### config.mk
export PLATFORM = sky130hd
export DESIGN_NAME = sm83_bus_responder
export DESIGN_NICKNAME = d
export VERILOG_FILES = /design/src/rtl/sm83_pkg.sv /design/src/rtl/sm83_hram.sv /design/src/rtl/sm83_bus_responder.sv
export SDC_FILE = /design/constraint.sdc
export NUM_CORES = 1
export LEC_CHECK = 0
export BUFFER_PORTS_ARGS = -buffer_cell sky130_fd_sc_hd__buf_2
export CAP_MARGIN = 20
export CORE_MARGIN = 8
export CORE_UTILIZATION = 55
export CTS_BUF_LIST = sky130_fd_sc_hd__clkbuf_8
export DETAILED_ROUTE_END_ITERATION = 16
export HOLD_SLACK_MARGIN = 0.03
export PLACE_DENSITY = 0.7
export SLEW_MARGIN = 20
export SYNTH_ARGS = -nofsm -noshare
export SYNTH_HDL_FRONTEND = slang
export SYNTH_HIERARCHICAL = 1
export SYNTH_SLANG_ARGS = --single-unit
export TNS_END_PERCENT = 5
### constraint.sdc
create_clock -name clk -period 5.84 [get_ports clk]
set_input_delay 1.168 -clock clk [delete_from_list [all_inputs] [get_ports clk]]
set_output_delay 1.168 -clock clk [all_outputs]
set_load 0.03 [all_outputs]
### src/rtl/sm83_pkg.sv
// Shared types and address-map constants for the sm83 memory-side bus responder.
package sm83_pkg;

  typedef enum logic [2:0] {
    REG_EXT,
    REG_ECHO,
    REG_HRAM,
    REG_IE,
    REG_UNMAPPED
  } bus_region_t;

  typedef enum logic [1:0] {
    BUS_IDLE,
    BUS_EXT_WAIT,
    BUS_RESP
  } bus_state_t;

  localparam logic [15:0] HRAM_BASE   = 16'hFF80;
  localparam logic [15:0] IE_ADDR     = 16'hFFFF;
  localparam logic [15:0] ECHO_BASE   = 16'hE000;
  localparam logic [15:0] ECHO_END    = 16'hFDFF;
  localparam logic [15:0] UNMAP_BASE  = 16'hFEA0;
  localparam logic [15:0] UNMAP_END   = 16'hFEFF;
  localparam logic [15:0] ECHO_OFFSET = 16'h2000;
  localparam logic [7:0]  OPEN_BUS    = 8'hFF;

  // FE00-FE9F and FF00-FF7F fall through to EXT together with 0000-DFFF.
  function automatic bus_region_t decode_region(input logic [15:0] addr, input logic echo_en);
    bus_region_t region;
    if (addr == IE_ADDR)
      region = REG_IE;
    else if (addr >= HRAM_BASE)
      region = REG_HRAM;
    else if (addr >= UNMAP_BASE && addr <= UNMAP_END)
      region = REG_UNMAPPED;
    else if (addr >= ECHO_BASE && addr <= ECHO_END)
      region = echo_en ? REG_ECHO : REG_UNMAPPED;
    else
      region = REG_EXT;
    return region;
  endfunction

endpackage

### src/rtl/sm83_hram.sv
// 127-byte high RAM: synchronous write, registered read, contents not reset.
module sm83_hram (
  input  logic       clk,
  input  logic       we,
  input  logic       re,
  input  logic [6:0] idx,
  input  logic [7:0] wdata,
  output logic [7:0] rdata
);

  logic [7:0] mem [0:126];

  always_ff @(posedge clk) begin
    if (we)
      mem[idx] <= wdata;
    if (re)
      rdata <= mem[idx];
  end

endmodule

### src/rtl/sm83_bus_responder.sv
// Byte-bus responder: serves HRAM/IE internally, forwards the rest of the DMG map
// over a req/ack handshake with timeout, answers unmapped space with open bus.
module sm83_bus_responder
  import sm83_pkg::*;
#(
  parameter int TIMEOUT = 16,
  parameter bit ECHO_EN = 1'b1
) (
  input  logic        clk,
  input  logic        rst_n,
  input  logic        cpu_req,
  input  logic        cpu_we,
  input  logic [15:0] cpu_addr,
  input  logic [7:0]  cpu_wdata,
  output logic        cpu_busy,
  output logic        cpu_done,
  output logic [7:0]  cpu_rdata,
  output logic        ext_req,
  output logic        ext_we,
  output logic [15:0] ext_addr,
  output logic [7:0]  ext_wdata,
  input  logic        ext_ack,
  input  logic [7:0]  ext_rdata,
  output logic [7:0]  ie_reg,
  output logic        bus_err,
  input  logic        err_clr
);

  localparam int CW = (TIMEOUT > 1) ? $clog2(TIMEOUT) : 1;
  localparam logic [CW-1:0] LAST_COUNT = CW'(TIMEOUT - 1);
  localparam logic [6:0] HRAM_IDX_OFS = HRAM_BASE[6:0];

  bus_state_t  state, next_state;
  bus_region_t region;
  logic [CW-1:0] count;
  logic [7:0]  rdata_q;
  logic [7:0]  hram_rdata;
  logic        hram_sel;
  logic        accept;
  logic        timeout_hit;
  logic        hram_we, hram_re;

  assign region      = decode_region(cpu_addr, ECHO_EN);
  assign accept      = (state == BUS_IDLE) && cpu_req;
  assign timeout_hit = (count == LAST_COUNT);
  assign hram_we     = accept && (region == REG_HRAM) && cpu_we;
  assign hram_re     = accept && (region == REG_HRAM) && !cpu_we;

  // HRAM read data lands in the array's own output register, so the read
  // result is muxed from there until some other read completion replaces it.
  assign cpu_rdata = hram_sel ? hram_rdata : rdata_q;

  sm83_hram u_hram (
    .clk   (clk),
    .we    (hram_we),
    .re    (hram_re),
    .idx   (cpu_addr[6:0] - HRAM_IDX_OFS),
    .wdata (cpu_wdata),
    .rdata (hram_rdata)
  );

  always_ff @(posedge clk or negedge rst_n) begin
    if (!rst_n)
      state <= BUS_IDLE;
    else
      state <= next_state;
  end

  always_comb begin
    next_state = state;
    cpu_busy   = (state != BUS_IDLE);
    cpu_done   = 1'b0;
    unique case (state)
      BUS_IDLE: begin
        if (cpu_req)
          next_state = (region == REG_EXT || region == REG_ECHO) ? BUS_EXT_WAIT : BUS_RESP;
      end
      BUS_EXT_WAIT: begin
        if (ext_ack || timeout_hit)
          next_state = BUS_RESP;
      end
      BUS_RESP: begin
        cpu_done   = 1'b1;
        next_state = BUS_IDLE;
      end
      default: next_state = BUS_IDLE;
    endcase
  end

  always_ff @(posedge clk or negedge rst_n) begin
    if (!rst_n) begin
      ext_req   <= 1'b0;
      ext_we    <= 1'b0;
      ext_addr  <= 16'h0000;
      ext_wdata <= 8'h00;
      count     <= '0;
      rdata_q   <= 8'h00;
      hram_sel  <= 1'b0;
      ie_reg    <= 8'h00;
      bus_err   <= 1'b0;
    end else begin
      if (err_clr)
        bus_err <= 1'b0;
      unique case (state)
        BUS_IDLE: begin
          if (cpu_req) begin
            unique case (region)
              REG_EXT, REG_ECHO: begin
                ext_addr  <= (region == REG_ECHO) ? cpu_addr - ECHO_OFFSET : cpu_addr;
                ext_we    <= cpu_we;
                ext_wdata <= cpu_wdata;
                ext_req   <= 1'b1;
                count     <= '0;
              end
              REG_IE: begin
                if (cpu_we) begin
                  ie_reg <= cpu_wdata;
                end else begin
                  rdata_q  <= ie_reg;
                  hram_sel <= 1'b0;
                end
              end
              REG_HRAM: begin
                if (!cpu_we)
                  hram_sel <= 1'b1;
              end
              default: begin
                if (!cpu_we) begin
                  rdata_q  <= OPEN_BUS;
                  hram_sel <= 1'b0;
                end
              end
            endcase
          end
        end
        BUS_EXT_WAIT: begin
          if (ext_ack) begin
            ext_req <= 1'b0;
            if (!ext_we) begin
              rdata_q  <= ext_rdata;
              hram_sel <= 1'b0;
            end
          end else if (timeout_hit) begin
            // Timeout set overrides a coincident err_clr.
            ext_req <= 1'b0;
            bus_err <= 1'b1;
            if (!ext_we) begin
              rdata_q  <= OPEN_BUS;
              hram_sel <= 1'b0;
            end
          end else begin
            count <= count + CW'(1);
          end
        end
        default: ;
      endcase
    end
  end

endmodule

Yosys cells after proc, flatten, opt, wreduce, memory -nomap -nowiden

Memories as Yosys holds them, arrays and structs flattened. A register that Yosys moved wholly into a read port is not among the register bits.
Index checks and enable logic that the tools add are counted.

Register bits after elaboration: 50
Memory bits (writable): 1016
Input bits: 38
Output and inout port bits: 45
Word-level logic and storage cells: 102
Memories kept: 1

Memory list:

| name       | words | bits a word | read ports | clocked after Yosys merged registers in | wr ports | RTL line        | source |
|---|---|---|---|---|---|---|---|
| u_hram.mem | 127   | 8           | 1          | 1                                       | 1        | sm83_hram.sv:11 | `logic [7:0] mem [0:126];` |

Add/subtract/negate cells: 2
Order comparisons: 5
Eq/ne operators: 18
Muxes and demuxes: 44
Reductions and logical operators: 22

Operator list:

| cell                   | number |
|---|---|
| $mux 8                 | 8 |
| $ge 16x16->1 const B   | 3 |
| $le 16x16->1 const B   | 2 |
| $pmux 8 s2             | 2 |
| $mux 1                 | 18 |
| $eq 16x16->1 const B   | 1 |
| $mux 16                | 1 |
| $mux 4                 | 4 |
| $sub 16x14->16 const B | 1 |
| $ne 2x2->1 const B     | 7 |
| $reduce_and 5->1       | 2 |
| $mux 3                 | 3 |
| $ne 3x3->1 const B     | 3 |
| $pmux 4 s2             | 1 |
| $reduce_and 4->1       | 2 |
| $reduce_and 7->1       | 1 |
| $eq 3x2->1 const B     | 2 |
| $logic_and 1x1->1      | 6 |
| $mux 2                 | 3 |
| $pmux 1 s2             | 3 |
| $add 4x1->4 const B    | 1 |
| $eq 4x4->1 const B     | 1 |
| $pmux 2 s2             | 1 |
| $reduce_bool 2->1      | 2 |
| 12 further kinds       | 13 |

Depth between registers and ports, before layout

Depth after elaboration: 11
Depth in mapped cells: 12
Mapped depth without buffers: 7

Cells and area by module

Netlist, hierarchy kept.

By module, submodules not included:

| module             | times used | cells each | area each (sq um) | sequential area each (sq um) |
|---|---|---|---|---|
| sm83_hram          | 1          | 2375       | 39801.9           | 30749.5 |
| sm83_bus_responder | 1          | 202        | 2391.0            | 1251.2 |

Least setup slack after synthesis

Ideal clock, no wire load.

Kind: input-to-reg
From: input port cpu_addr[0]
To: memory u_hram.mem[102][0] (enable)
Library setup time: 370 ps
Arrival: 2889 ps
Data required time: 5470 ps
Setup slack: 2581 ps
Cell stages on the path: 8
Buffers on the path: 5
Cells stage by stage: buf_4 > buf_6 > nor2b_1 > clkbuf_1 > buf_2 > nand3_1 > clkbuf_1 > nor2_1

Cells in the longest elaborated chain, start to end: 11
Elaborated cells between the ends (all ways): 17
Those cells by class: 5 x order compare; 2 x eq/ne; 6 x mux; 4 x reduce/logical

RTL lines:

| what                                         | RTL line                 | source |
|---|---|---|
| start, declared                              | sm83_bus_responder.sv:13 | `input logic [15:0] cpu_addr,` |
| $ge 16x16->1 or $le 16x16->1 (tied branches) | sm83_pkg.sv:36           | `else if (addr >= ECHO_BASE && addr <= ECHO_END)` |
| $logic_and 1x1->1                            | sm83_pkg.sv:36           |  |
| $mux 1                                       | sm83_pkg.sv:36           |  |
| $mux 3                                       | sm83_pkg.sv:34           | `else if (addr >= UNMAP_BASE && addr <= UNMAP_END)` |
| $mux 3                                       | sm83_pkg.sv:32           | `else if (addr >= HRAM_BASE)` |
| $mux 3                                       | sm83_pkg.sv:30           | `if (addr == IE_ADDR)` |
| $eq 3x2->1                                   | sm83_bus_responder.sv:46 | `assign hram_we = accept && (region == REG_HRAM) && cpu_we;` |
| $logic_and 1x1->1 (2 in series)              | sm83_bus_responder.sv:46 |  |
| $mux 1                                       | sm83_hram.sv:14          | `if (we)` |
| $mux 1 (not written as such)                 | sm83_hram.sv:15          | `mem[idx] <= wdata;` |
| end, declared                                | sm83_hram.sv:11          |  |

Several ways; a longest one is shown, not always the timed one.

Worst setup path after layout

From: input port cpu_addr[2]
To: register u_hram.rdata[5] (read register of u_hram.mem) (data pin)

Cells in the longest elaborated chain, start to end: 9
Elaborated cells between the ends (all ways): 15
Those cells by class: 5 x order compare; 2 x eq/ne; 4 x mux; 4 x reduce/logical

RTL lines:

| what                                         | RTL line                 | source |
|---|---|---|
| $ge 16x16->1 or $le 16x16->1 (tied branches) | sm83_pkg.sv:36           |  |
| $logic_and 1x1->1                            | sm83_pkg.sv:36           |  |
| $mux 1                                       | sm83_pkg.sv:36           |  |
| $mux 3                                       | sm83_pkg.sv:34           |  |
| $mux 3                                       | sm83_pkg.sv:32           |  |
| $mux 3                                       | sm83_pkg.sv:30           |  |
| $eq 3x2->1                                   | sm83_bus_responder.sv:47 | `assign hram_re = accept && (region == REG_HRAM) && !cpu_we;` |
| $logic_and 1x1->1 (2 in series)              | sm83_bus_responder.sv:47 |  |
| end, declared                                | sm83_hram.sv:8           | `output logic [7:0] rdata` |

Several ways; a longest one is shown, not always the timed one.
A chain may end at the register's enable or synchronous reset.

==> summary.md <==
| Metric | Value |
|---|---|
| Final worst-path cycle share | `69.4%` |
| Global-route wire length before repair | `~180000 um` |
| Worst EP required | `6.51 ns` |
| Commonest non-fill, non-tap cell in the layout | `edfxtp_1` |
| Layout cells sized above 1 | `16.8%` |
| TritonRoute pass-1 iters | `6` |
| Final wirelength | `127000 um` |
| Largest net degree at the start of global routing | `between 80 and 90` |
| Worst Skew | `0.0211 ns` |
| CP endpoint kind | `flop` |
| Maxcap violations | `0` |
| Compound-gate portion of the synthesized area | `11.9%` |
| RSZ-0062 raised after global routing | `no` |
| Row count | `101` |
| Tmin final | `between 4 and 5 ns` |
| CTS tree | `yes` |
| Arr. time, crit path | `around 4.7 ns` |
| Synthesized-area fraction occupied by adder cells | `less than 1%` |
| Syn_nets | `between 2000 and 3000` |
| Worst-Margin Slew | `approximately 1.2 ns` |
| Synth warn | `6` |
| Status | `finished clean` |
| Gr usage total | `29.0%` |
| Vias post-DR | `26800` |
| Most frequent cells in the layout | `1024 x edfxtp_1, 204 x nor2_1, 186 x a221oi_1` |
| P per Cell Area | `333 nW/um^2` |
| Setup TNS | `0 ns` |
| Clock Latency Late Sink | `about 0.82 ns` |
| Antenna violations before repair | `2` |
| Final setup margin | `1.79 ns` |
| Startpoint types | `input port` |
| Initial Util | `55.6%` |
| GRT overflow | `0` |
| P&R area growth vs syn | `11.1%` |
| Top cells by area, synth | `edfxtp_1 73%, a221oi_1 3.9%, dfrtp_1 3.0%` |
| CTS root buffer | `clkbuf_8` |
| Port buffer count | `82` |
| Largest register FFs | `between 1000 and 1500` |
| Clock tree buffer depth | `3` |
| Power share of the sequential group | `a little under three fifths` |
| Number of flops mapped to enable cells by yosys | `1024` |
| Hpwl dp | `77200 um` |
| Seq/Total Area, Yosys | `75.8%` |
| Clock Sinks | `1074` |
| Pins Over Slew Limit | `0` |
| Leakage power total | `0.0155 uW` |
| Xor/xnor share of the synthesized area | `0.0415%` |
| DR WL/cell | `32.4 um` |
| Yosys top cell by area | `edfxtp_1` |
| Switching power | `3940 uW` |
| Final core occ | `between 60 and 70%` |
| Post-CTS Resized | `0` |
| VDD IR-drop max | `0.000183 V` |
| Vias/cell | `6.87` |
| Syn_area_per_cell | `16.4 um^2` |
| Synthesized flop and latch total | `1074` |
| Max_slew headroom | `around 22%` |
| # setup viols final | `0` |
| Internal power | `11700 uW` |
| Main combinational cell family by area after synthesis | `compound AO/OA/AOI/OAI gates` |
| Postcts setup bufs | `0` |
| Gate power share | `9.5%` |
| Core area | `~76000 um^2` |
| Vias in the first global route | `26100` |
| Post-synthesis mux area share | `5.48%` |
| Ys flop type | `edfxtp_1` |
| Fmax | `247 MHz` |
| Synth cell types | `75` |
| Clock-pin slew on the worst setup and hold paths | `0.06 ns` |
| Clock power frac | `between 30 and 40%` |
| Drt first-iter violations | `4350` |
| Number of routed nets with antenna violations | `0` |
| Simple-gate area share of the yosys netlist | `4.29%` |
| Ports | `slightly above 80` |
| H-tree levels | `4` |
| Async SR Flop Fraction | `4.66%` |
| Drt drc | `0` |
| GPL Wtd Cong | `0.919` |
| Die ar. | `85800 um^2` |
| Sw frac | `approximately a quarter` |
| Worst min path class | `in -> async` |
| DIE HEIGHT | `293 um` |
| Reg with most FFs | `u_hram/mem` |
| Post-synth top area share | `72.9%` |
| Synthesized area | `42200 um^2` |
| Syn Inst Count | `2577` |
| CP Class | `in -> reg` |
| Layout Nets | `2788` |
| Leading registers by flop count | `u_hram/mem: 1016 flops, ext_addr: 16 flops` |
| Pre-CTS WS | `1.12 ns` |
| CTS Buf Count | `~160` |
| Hold-fix buffers, CTS | `0` |
| Die Wd | `293 um` |
| Final Hold Fails | `0` |
| Top fanout value on the critical path | `58` |
==> Yosys cell counts, types with 10 or more instances <==
cell type and number:
edfxtp_1 1024, nor2_1 206, a221oi_1 186, mux2i_1 123, a21oi_1 117, nand2_1 97
o21ai_0 82, buf_2 81, a22oi_1 73, clkbuf_1 67, o22ai_1 66, dfrtp_1 50
mux2_2 46, a22o_1 40, nand3_1 24, nor3_1 23, mux4_2 21, o22a_1 19
a221o_1 18, nor2b_1 16, buf_1 15, inv_1 15, buf_6 14, o221ai_1 14
buf_4 10
==> power groups by stage <==
stage	Sequential (uW)	Combinational, uW	Clock [uW]
final	8610	1480	5530
after global routing	8620	1540	5890
after CTS	8610	1460	5570
after detailed placement	8770	1460	0
after global placement	8770	1430	0
after floorplan	8920	694	0
==> stage by stage <==
stage                     power [uW]  instance area (um^2)  cells  hold WS (ns)
after floorplan                 9620                 42200   2577         0.479
after global placement         10200                 44000   3612         0.456
after detailed placement       10200                 44000   3612         0.461
after CTS                      15600                 46900   3901         0.475
after global routing           16100                 46900   3903         0.407
final                          15600                 46900   3906         0.376
==> logic make-up (layout without fill, tap and decap cells) <==
group | count (synthesis) | count (layout)
flip-flops | 1074 | 1074
AO/OA/AOI/OAI | 684 | 684
AND/OR/NAND/NOR | 413 | 413
buffers and inverters | 205 | 499
multiplexers | 196 | 196
adder cells (fa/ha/maj) | 3 | 3
XOR/XNOR | 2 | 2
other | 0 | 5
==> worst paths after layout <==
| kind | to | cells after the start | slack [ns] | from |
|---|---|---|---|---|
| max in group asynchronous | ie_reg[7] | 1 | 5.04 | rst_n |
| min reg2reg | ext_req | 1 | 0.47 | ext_req |
| min in group clk | ext_req | 1 | 0.47 | ext_req |
| min | ext_addr[12] | 1 | 0.38 | rst_n |
| max reg2reg | u_hram/mem[83][2] | 6 | 2.16 | state[0] |
| max | u_hram/rdata[5] | 11 | 1.79 | cpu_addr[2] |
==> area by class of cell <==
cell class                 instances  area (um^2)
clock inverter                   122          547
multi-input combinational       1298         9240
sequential                      1074        32000
timing repair buffer             193         1430
clock buffer                     167         2300
antenna                            5         12.5
fill                            5428        29100
inverter                          17         63.8
tap                             1030         1290
==> worst max-delay path, stage by stage <==
cell	delay, ns
clkbuf_8	0.28
buf_4	0.32
nor2_4	0.57
buf_12	0.31
a221oi_1	0.13
nor2_1	0.20
nor3_1	0.08
buf_4	0.18
a2111oi_0	0.94
nor4_1	0.27
nand4_1	0.16
==> per-layer routing <==
| layer | track usage, % | part of all wire (%) |
|---|---|---|
| met1 | 39.2 | 36 |
| met2 | 43.6 | 45 |
| met3 | 8.69 | 14 |
| met4 | 12.7 | 4.5 |
| met5 | 0 | 0 |
Power figures use the tool's default switching activity.
